==> config.mk <==
export PLATFORM = sky130hd
export DESIGN_NAME = regdst_scoreboard_flat
export DESIGN_NICKNAME = d
export VERILOG_FILES = /design/src/rtl/regdst_scoreboard_if.sv /design/src/rtl/regdst_scoreboard.sv /design/src/flat_wrapper.sv
export SDC_FILE = /design/constraint.sdc
export NUM_CORES = 1
export LEC_CHECK = 0
export BUFFER_PORTS_ARGS = -buffer_cell sky130_fd_sc_hd__buf_2
export CAP_MARGIN = 20
export CORE_MARGIN = 1.5
export CORE_UTILIZATION = 60
export DETAILED_ROUTE_END_ITERATION = 12
export PLACE_DENSITY = 0.86
export SYNTH_ARGS = -nofsm -noshare
export SYNTH_HDL_FRONTEND = slang
export SYNTH_SLANG_ARGS = --single-unit
==> constraint.sdc <==
create_clock -name clk -period 10.9 [get_ports clk]
set_input_delay 1.09 -clock clk [delete_from_list [all_inputs] [get_ports clk]]
set_output_delay 1.09 -clock clk [all_outputs]
set_load 0.02 [all_outputs]
==> src/rtl/regdst_scoreboard_if.sv <==
// -----------------------------------------------------------------------------
// regdst_scoreboard_if
// Issue / writeback / flush bundle between the decode-issue stage and the
// register write scoreboard.
//
//   issue_valid, issue_wr, issue_dst, issue_rs, issue_rt : issue request
//   issue_ready, stall                                   : issue response
//   wb_valid, wb_dst                                     : writeback completion
//   flush                                                : pipeline squash
//
// master : driven by the pipeline (decode/issue and writeback side)
// slave  : the scoreboard
// -----------------------------------------------------------------------------
interface regdst_scoreboard_if #(
    parameter int ADDR_W = 5
) ();
    logic              issue_valid;
    logic              issue_wr;
    logic [ADDR_W-1:0] issue_dst;
    logic [ADDR_W-1:0] issue_rs;
    logic [ADDR_W-1:0] issue_rt;
    logic              issue_ready;
    logic              stall;
    logic              wb_valid;
    logic [ADDR_W-1:0] wb_dst;
    logic              flush;

    modport master (
        output issue_valid, issue_wr, issue_dst, issue_rs, issue_rt,
        output wb_valid, wb_dst, flush,
        input  issue_ready, stall
    );

    modport slave (
        input  issue_valid, issue_wr, issue_dst, issue_rs, issue_rt,
        input  wb_valid, wb_dst, flush,
        output issue_ready, stall
    );
endinterface

==> src/rtl/regdst_scoreboard.sv <==
// -----------------------------------------------------------------------------
// regdst_scoreboard
// Per-register outstanding-write tracker. Decodes the issue destination into a
// per-register counter, clears it at writeback and stalls issue on RAW hazards
// or when a destination counter is saturated.
//
// Ports:
//   clk            rising-edge clock
//   rst_n          asynchronous active-low reset
//   bus            regdst_scoreboard_if.slave (issue, writeback, flush)
//   pending_mask   registered, bit i set while register i has writes pending
//   total_pending  registered, sum of all counters (saturates at 127)
//   wb_underflow   sticky, writeback seen for a register with no pending write
//
// Build option:
//   WB_BYPASS_EN   when defined, a source hazard is dropped if that register's
//                  last pending write completes in the same cycle
// -----------------------------------------------------------------------------
module regdst_scoreboard #(
    parameter int NUM_REGS = 32,
    parameter int ADDR_W   = 5,     // 2**ADDR_W must equal NUM_REGS
    parameter int CNT_W    = 2
) (
    input  logic                 clk,
    input  logic                 rst_n,
    regdst_scoreboard_if.slave   bus,
    output logic [NUM_REGS-1:0]  pending_mask,
    output logic [6:0]           total_pending,
    output logic                 wb_underflow
);

    localparam logic [CNT_W-1:0] CNT_MAX = '1;
    localparam logic [CNT_W-1:0] CNT_ONE = CNT_W'(1);

    // Flattened view of every counter so it can be indexed by address.
    logic [NUM_REGS-1:0][CNT_W-1:0] cnt_all;
    logic [NUM_REGS-1:0]            nz_next;

    logic [CNT_W-1:0] cnt_rs, cnt_rt, cnt_dst, cnt_wb;
    logic             hz_rs, hz_rt, hz_sat;
    logic             stall_int;
    logic             issue_inc;
    logic             wb_hit;
    logic             same_reg;
    logic             dec_eff;

    logic [NUM_REGS-1:0] pending_mask_q, pending_mask_d;
    logic [6:0]          total_pending_q, total_pending_d;
    logic                wb_underflow_q, wb_underflow_d;
    logic [7:0]          total_sum;

    assign cnt_rs  = cnt_all[bus.issue_rs];
    assign cnt_rt  = cnt_all[bus.issue_rt];
    assign cnt_dst = cnt_all[bus.issue_dst];
    assign cnt_wb  = cnt_all[bus.wb_dst];

    // Hazard detection. cnt_all[0] is tied to zero, so register 0 can never
    // raise a hazard; the explicit address checks keep the intent visible.
    always_comb begin
        hz_rs  = (bus.issue_rs != '0) && (cnt_rs != '0);
        hz_rt  = (bus.issue_rt != '0) && (cnt_rt != '0);
`ifdef WB_BYPASS_EN
        // Last outstanding write lands this cycle and is forwarded.
        if (bus.wb_valid && (bus.wb_dst == bus.issue_rs) && (cnt_rs == CNT_ONE))
            hz_rs = 1'b0;
        if (bus.wb_valid && (bus.wb_dst == bus.issue_rt) && (cnt_rt == CNT_ONE))
            hz_rt = 1'b0;
`endif
        // Saturation is judged on the registered count; a same-cycle
        // writeback does not free a slot until the next cycle.
        hz_sat    = bus.issue_wr && (bus.issue_dst != '0) && (cnt_dst == CNT_MAX);
        stall_int = bus.issue_valid && (hz_rs || hz_rt || hz_sat);
    end

    assign bus.stall       = stall_int;
    assign bus.issue_ready = bus.issue_valid && !stall_int;

    assign issue_inc = bus.issue_valid && !stall_int && bus.issue_wr && (bus.issue_dst != '0);
    assign wb_hit    = bus.wb_valid && (bus.wb_dst != '0);
    assign same_reg  = issue_inc && wb_hit && (bus.issue_dst == bus.wb_dst);
    // A writeback really removes a pending write when the counter is nonzero,
    // or when it cancels an increment to the same register this cycle.
    assign dec_eff   = wb_hit && ((cnt_wb != '0) || same_reg);

    // ---------------- per-register counters ----------------
    assign cnt_all[0] = '0;
    assign nz_next[0] = 1'b0;

    genvar gi;
    generate
        for (gi = 1; gi < NUM_REGS; gi++) begin : g_cnt
            logic [CNT_W-1:0] cnt_q, cnt_d;
            logic             inc_hit, dec_hit;

            always_comb begin
                inc_hit = issue_inc && (bus.issue_dst == ADDR_W'(gi));
                dec_hit = wb_hit && (bus.wb_dst == ADDR_W'(gi));
                cnt_d   = cnt_q;
                if (bus.flush)
                    cnt_d = '0;
                else if (inc_hit && !dec_hit)
                    cnt_d = cnt_q + 1'b1;   // cannot wrap: saturation stalls
                else if (dec_hit && !inc_hit && (cnt_q != '0))
                    cnt_d = cnt_q - 1'b1;
            end

            always_ff @(posedge clk or negedge rst_n) begin
                if (!rst_n)
                    cnt_q <= '0;
                else
                    cnt_q <= cnt_d;
            end

            assign cnt_all[gi] = cnt_q;
            assign nz_next[gi] = (cnt_d != '0);
        end
    endgenerate

    // ---------------- summary state ----------------
    always_comb begin
        total_sum       = {1'b0, total_pending_q} + {7'd0, issue_inc} - {7'd0, dec_eff};
        pending_mask_d  = nz_next;
        wb_underflow_d  = wb_underflow_q;
        if (bus.flush) begin
            total_pending_d = '0;
        end else begin
            total_pending_d = total_sum[7] ? 7'd127 : total_sum[6:0];
            if (wb_hit && (cnt_wb == '0) && !same_reg)
                wb_underflow_d = 1'b1;
        end
    end

    always_ff @(posedge clk or negedge rst_n) begin
        if (!rst_n) begin
            pending_mask_q  <= '0;
            total_pending_q <= '0;
            wb_underflow_q  <= 1'b0;
        end else begin
            pending_mask_q  <= pending_mask_d;
            total_pending_q <= total_pending_d;
            wb_underflow_q  <= wb_underflow_d;
        end
    end

    assign pending_mask  = pending_mask_q;
    assign total_pending = total_pending_q;
    assign wb_underflow  = wb_underflow_q;

endmodule

==> src/flat_wrapper.sv <==
// flat-port wrapper written by rule: the top's interface ports become plain ports
module regdst_scoreboard_flat 
#(
    parameter int NUM_REGS = 32,
    parameter int ADDR_W   = 5,                                     
    parameter int CNT_W    = 2
)
  (clk, rst_n, pending_mask, total_pending, wb_underflow, bus_issue_valid, bus_issue_wr, bus_issue_dst, bus_issue_rs, bus_issue_rt, bus_wb_valid, bus_wb_dst, bus_flush, bus_issue_ready, bus_stall);
  regdst_scoreboard_if #(.ADDR_W(ADDR_W)) bus_i ();
  input  logic clk;
  input  logic rst_n;
  output logic [NUM_REGS-1:0] pending_mask;
  output logic [6:0] total_pending;
  output logic wb_underflow;
  input wire logic [$bits(bus_i.issue_valid)-1:0] bus_issue_valid;
  input wire logic [$bits(bus_i.issue_wr)-1:0] bus_issue_wr;
  input wire logic [$bits(bus_i.issue_dst)-1:0] bus_issue_dst;
  input wire logic [$bits(bus_i.issue_rs)-1:0] bus_issue_rs;
  input wire logic [$bits(bus_i.issue_rt)-1:0] bus_issue_rt;
  input wire logic [$bits(bus_i.wb_valid)-1:0] bus_wb_valid;
  input wire logic [$bits(bus_i.wb_dst)-1:0] bus_wb_dst;
  input wire logic [$bits(bus_i.flush)-1:0] bus_flush;
  output wire logic [$bits(bus_i.issue_ready)-1:0] bus_issue_ready;
  output wire logic [$bits(bus_i.stall)-1:0] bus_stall;
  assign bus_i.issue_valid = bus_issue_valid;
  assign bus_i.issue_wr = bus_issue_wr;
  assign bus_i.issue_dst = bus_issue_dst;
  assign bus_i.issue_rs = bus_issue_rs;
  assign bus_i.issue_rt = bus_issue_rt;
  assign bus_i.wb_valid = bus_wb_valid;
  assign bus_i.wb_dst = bus_wb_dst;
  assign bus_i.flush = bus_flush;
  assign bus_issue_ready = bus_i.issue_ready;
  assign bus_stall = bus_i.stall;
  regdst_scoreboard #(.NUM_REGS(NUM_REGS), .ADDR_W(ADDR_W), .CNT_W(CNT_W)) u_core (.clk(clk), .rst_n(rst_n), .bus(bus_i), .pending_mask(pending_mask), .total_pending(total_pending), .wb_underflow(wb_underflow));
endmodule
==> impl_metrics.tcl <==
set metrics [dict create \
    outcome "finished clean" \
    synthCells 1023 \
    synth_cell_type_count 76 \
    io_buffer_count 66 \
    drt_wl_total_mm 24.9 \
    cts_sinks 101 \
    syn_avg_cell_area_um2 8.93 \
    worstRegToRegCells 20 \
    cp_max_fo 49 \
    m1WireLength_mm 9.60 \
    syn-cell-area_um2 9140 \
    wl_met2_mm 11.7 \
    synthArstFlopShare_pct 100 \
    vias 8334 \
    cts_setup_buffers 0 \
    fin_ws_ns 5.54 \
    cts_root_buffer "clkbuf_16" \
    yosysSeqAreaShare_pct 27.7 \
    regArea_um2 2530 \
    drt_iter0_drc 878 \
    drc_errors 0 \
    cts_buffers 9 \
    rr_endpoint "u_core.total_pending[6]$_DFF_PN0_" \
    track_usage_pct 31.6 \
    pin_count 68 \
    routed_via_density 6.72 \
    die_area_um2 16000 \
    power_density_nw_per_um2 106 \
    crit_type "in2reg" \
    wl_met3_mm 2.29 \
    yosysWarnings 0 \
    hold_class "reg2reg" \
    cts_resized 0 \
    cap_violations 0 \
    die_h_um 126 \
    ys_seq_elements 101 \
    rrSetupSlack_ns 5.80 \
    start_util_pct 62.2 \
    post-place-ws_ns 5.27 \
    die_x_um 126 \
    multiInputGateArea_um2 5910 \
    fmax_mhz 187 \
    endpoint "u_core.total_pending[6]$_DFF_PN0_" \
    tightest_slew_ns 0.988 \
    cts_tree "done" \
    irDropWorstVdd_mv 0.0868 \
    antenna_found_initial 1 \
    timing.critical_path.from "bus_issue_rt[1]" \
    nFillCells 1165 \
    clk_latency_ns 0.36 \
    finalClockSkew_ns 0.00749 \
    finalHoldViolCount 0 \
    crit_path_end_kind "flop" \
    synth_top_area_cell "dfrtp_1" \
    grt_pass1_wl_mm 39.9 \
    cp-start-kind "input port" \
    synth_ff_type "dfrtp_1" \
    nets 1115 \
    slew_violations 0 \
    synthToLayoutAreaGrowth_pct 5.98 \
    firstDrtPassIters 6 \
    grt_pass1_vias 7887 \
    highest_layer "met4" \
    fin_crit_ns 5.36 \
    synth-edff-count 0 \
    clk_path_buf_depth 2 \
    globalplace.congestion 1.03 \
    finalSetupTns_ns 0 \
    overflow 0 \
    synth_top_cell_area_share_pct 27.7 \
    cp.required_ns 11.10 \
    core_um2 14700 \
    cts.clk_slew.worst_paths_ns 0.07 \
    cts_max_level 3 \
    synth_area_leaders "dfrtp_1, mux2i_1, nor2_1, mux4_2, ha_1" \
    hold_buffers 0 \
    crit_arrival_ns 5.56 \
    ant_nets 0 \
    p_leak_nw 4.65 \
    hold_ws_ns 0.493 \
    grt_max_degree 75 \
    synthesis.nets 1089 \
    row_count 44 \
    routedWlPerCell_um 20.1 \
    rr_startpoint "u_core.g_cnt[7].cnt_q[0]$_DFF_PN0_" \
    maxSlewHeadroom_pct 33.8 \
    rsz0062_at_grt "no" \
    finalCritPeriodShare_pct 49.2 \
    finalSetupViolCount 0 \
    dpl.hpwl_mm 18.2 \
    drive_above_1_share_pct 15.5 \
]
[power breakdown]
| group | switching [mW] | internal [mW] | total, mW |
|---|---|---|---|
| combinational | 0.183 | 0.111 | 0.294 |
| sequential | 0.0158 | 0.392 | 0.408 |
| clock | 0.145 | 0.184 | 0.329 |
[cells by family after synthesis]
kind of cell             count (synthesis)  synth area share, %
XOR/XNOR                                11                 1.05
AO/OA/AOI/OAI                          178                 13.7
AND/OR/NAND/NOR                        390                 22.4
multiplexers                           156                 21.9
adder cells (fa/ha/maj)                 40                 5.56
other                                    1               0.0410
flip-flops                             101                 27.7
buffers and inverters                  146                 7.70
[flip-flops by register name (all words and copies together) (netlist names)]
signal and count:
u_core.g_cnt.cnt_q 62, u_core.pending_mask 31, u_core.total_pending 7, u_core.wb_underflow 1
[worst min path at each step]
stage,end,startpoint,slack (ns),cells after the start
2_1_floorplan,u_core.pending_mask[22]$_DFF_PN0_,u_core.g_cnt[22].cnt_q[0]$_DFF_PN0_,0.49,1
3_3_place_gp,u_core.wb_underflow$_DFFE_PN0P_,u_core.wb_underflow$_DFFE_PN0P_,0.46,1
3_5_place_dp,u_core.wb_underflow$_DFFE_PN0P_,u_core.wb_underflow$_DFFE_PN0P_,0.47,1
4_1_cts,u_core.wb_underflow$_DFFE_PN0P_,u_core.wb_underflow$_DFFE_PN0P_,0.50,1
5_1_grt,u_core.wb_underflow$_DFFE_PN0P_,u_core.wb_underflow$_DFFE_PN0P_,0.50,1
6_report,u_core.wb_underflow$_DFFE_PN0P_,u_core.wb_underflow$_DFFE_PN0P_,0.49,1
[worst max-delay path, stage by stage]
cell      delay (ns)
buf_2           0.31
mux4_1          0.61
mux2_2          0.28
o22ai_1         0.26
nor4_4          0.09
buf_4           0.33
and3_1          0.28
a31oi_1         0.24
nor2_1          0.07
ha_1            0.23
inv_1           0.06
ha_1            0.21
a21o_1          0.18
a21oi_1         0.22
o21bai_1        0.09
a21oi_1         0.23
o21bai_1        0.10
a21oi_1         0.17
xnor2_1         0.31
a21oi_1         0.17
[through the flow]
step	power (mW)	std cells	cell area (um2)	util, %
after global placement	0.694	1221	9380	63.8
final	1.03	1240	9680	65.9
after global routing	1.08	1239	9680	65.9
after CTS	1.03	1237	9670	65.8
after detailed placement	0.704	1221	9380	63.8
after floorplan	0.632	1023	9140	-
[synthesized netlist by cell type (6+ instances only)]
| library cell | instances |
|---|---|
| o211ai_1 | 6 |
| ha_1 | 39 |
| and4_1 | 6 |
| o21ai_0 | 10 |
| mux2_1 | 24 |
| nand4_2 | 20 |
| dfrtp_1 | 101 |
| a211oi_1 | 23 |
| xnor2_1 | 7 |
| mux2_2 | 14 |
| mux2i_1 | 87 |
| a311oi_1 | 15 |
| nor2_1 | 160 |
| buf_6 | 12 |
| a21oi_1 | 58 |
| nand3b_1 | 8 |
| buf_1 | 6 |
| inv_1 | 88 |
| nand3_1 | 26 |
| nor2b_1 | 14 |
| and2_1 | 10 |
| clkbuf_1 | 19 |
| buf_2 | 13 |
| nor3_1 | 23 |
| nand2b_1 | 21 |
| a31oi_1 | 9 |
| mux4_2 | 24 |
| and3_1 | 7 |
| nand2_1 | 64 |
| a221oi_1 | 15 |
[cell type report]
cell class / count / share of cell area [%]
Antenna cell: 2 / 0.0517
Clock buffer: 12 / 2.55
Clock inverter: 4 / 0.491
Inverter: 89 / 3.45
Multi-Input combinational cell: 776 / 61.1
Sequential cell: 101 / 26.1
Tap cell: 184 / 2.38
Timing Repair Buffer: 72 / 3.93
[layout by cell type (no fill, tap or decap), types with 8 or more instances in the layout]
cell / count
mux4_2: 24
nand3b_1: 8
nor2_1: 160
ha_1: 39
a211oi_1: 23
mux2_2: 14
nor2b_1: 14
buf_2: 64
a31oi_1: 9
a311oi_1: 15
nand3_1: 26
a21oi_1: 58
nand4_2: 20
mux2i_1: 87
a221oi_1: 15
mux2_1: 24
and2_1: 10
clkbuf_16: 9
o21ai_0: 10
nand2_1: 64
nor3_1: 22
inv_1: 88
dfrtp_1: 101
nand2b_1: 21
[metal layers]
metal,global-route usage [%],up-vias
li1,-,3776
met1,39.0,3973
met2,51.8,458
met3,6.75,127
met4,17.6,0
met5,0,-
No activity file was read; power rests on OpenSTA's default activity.
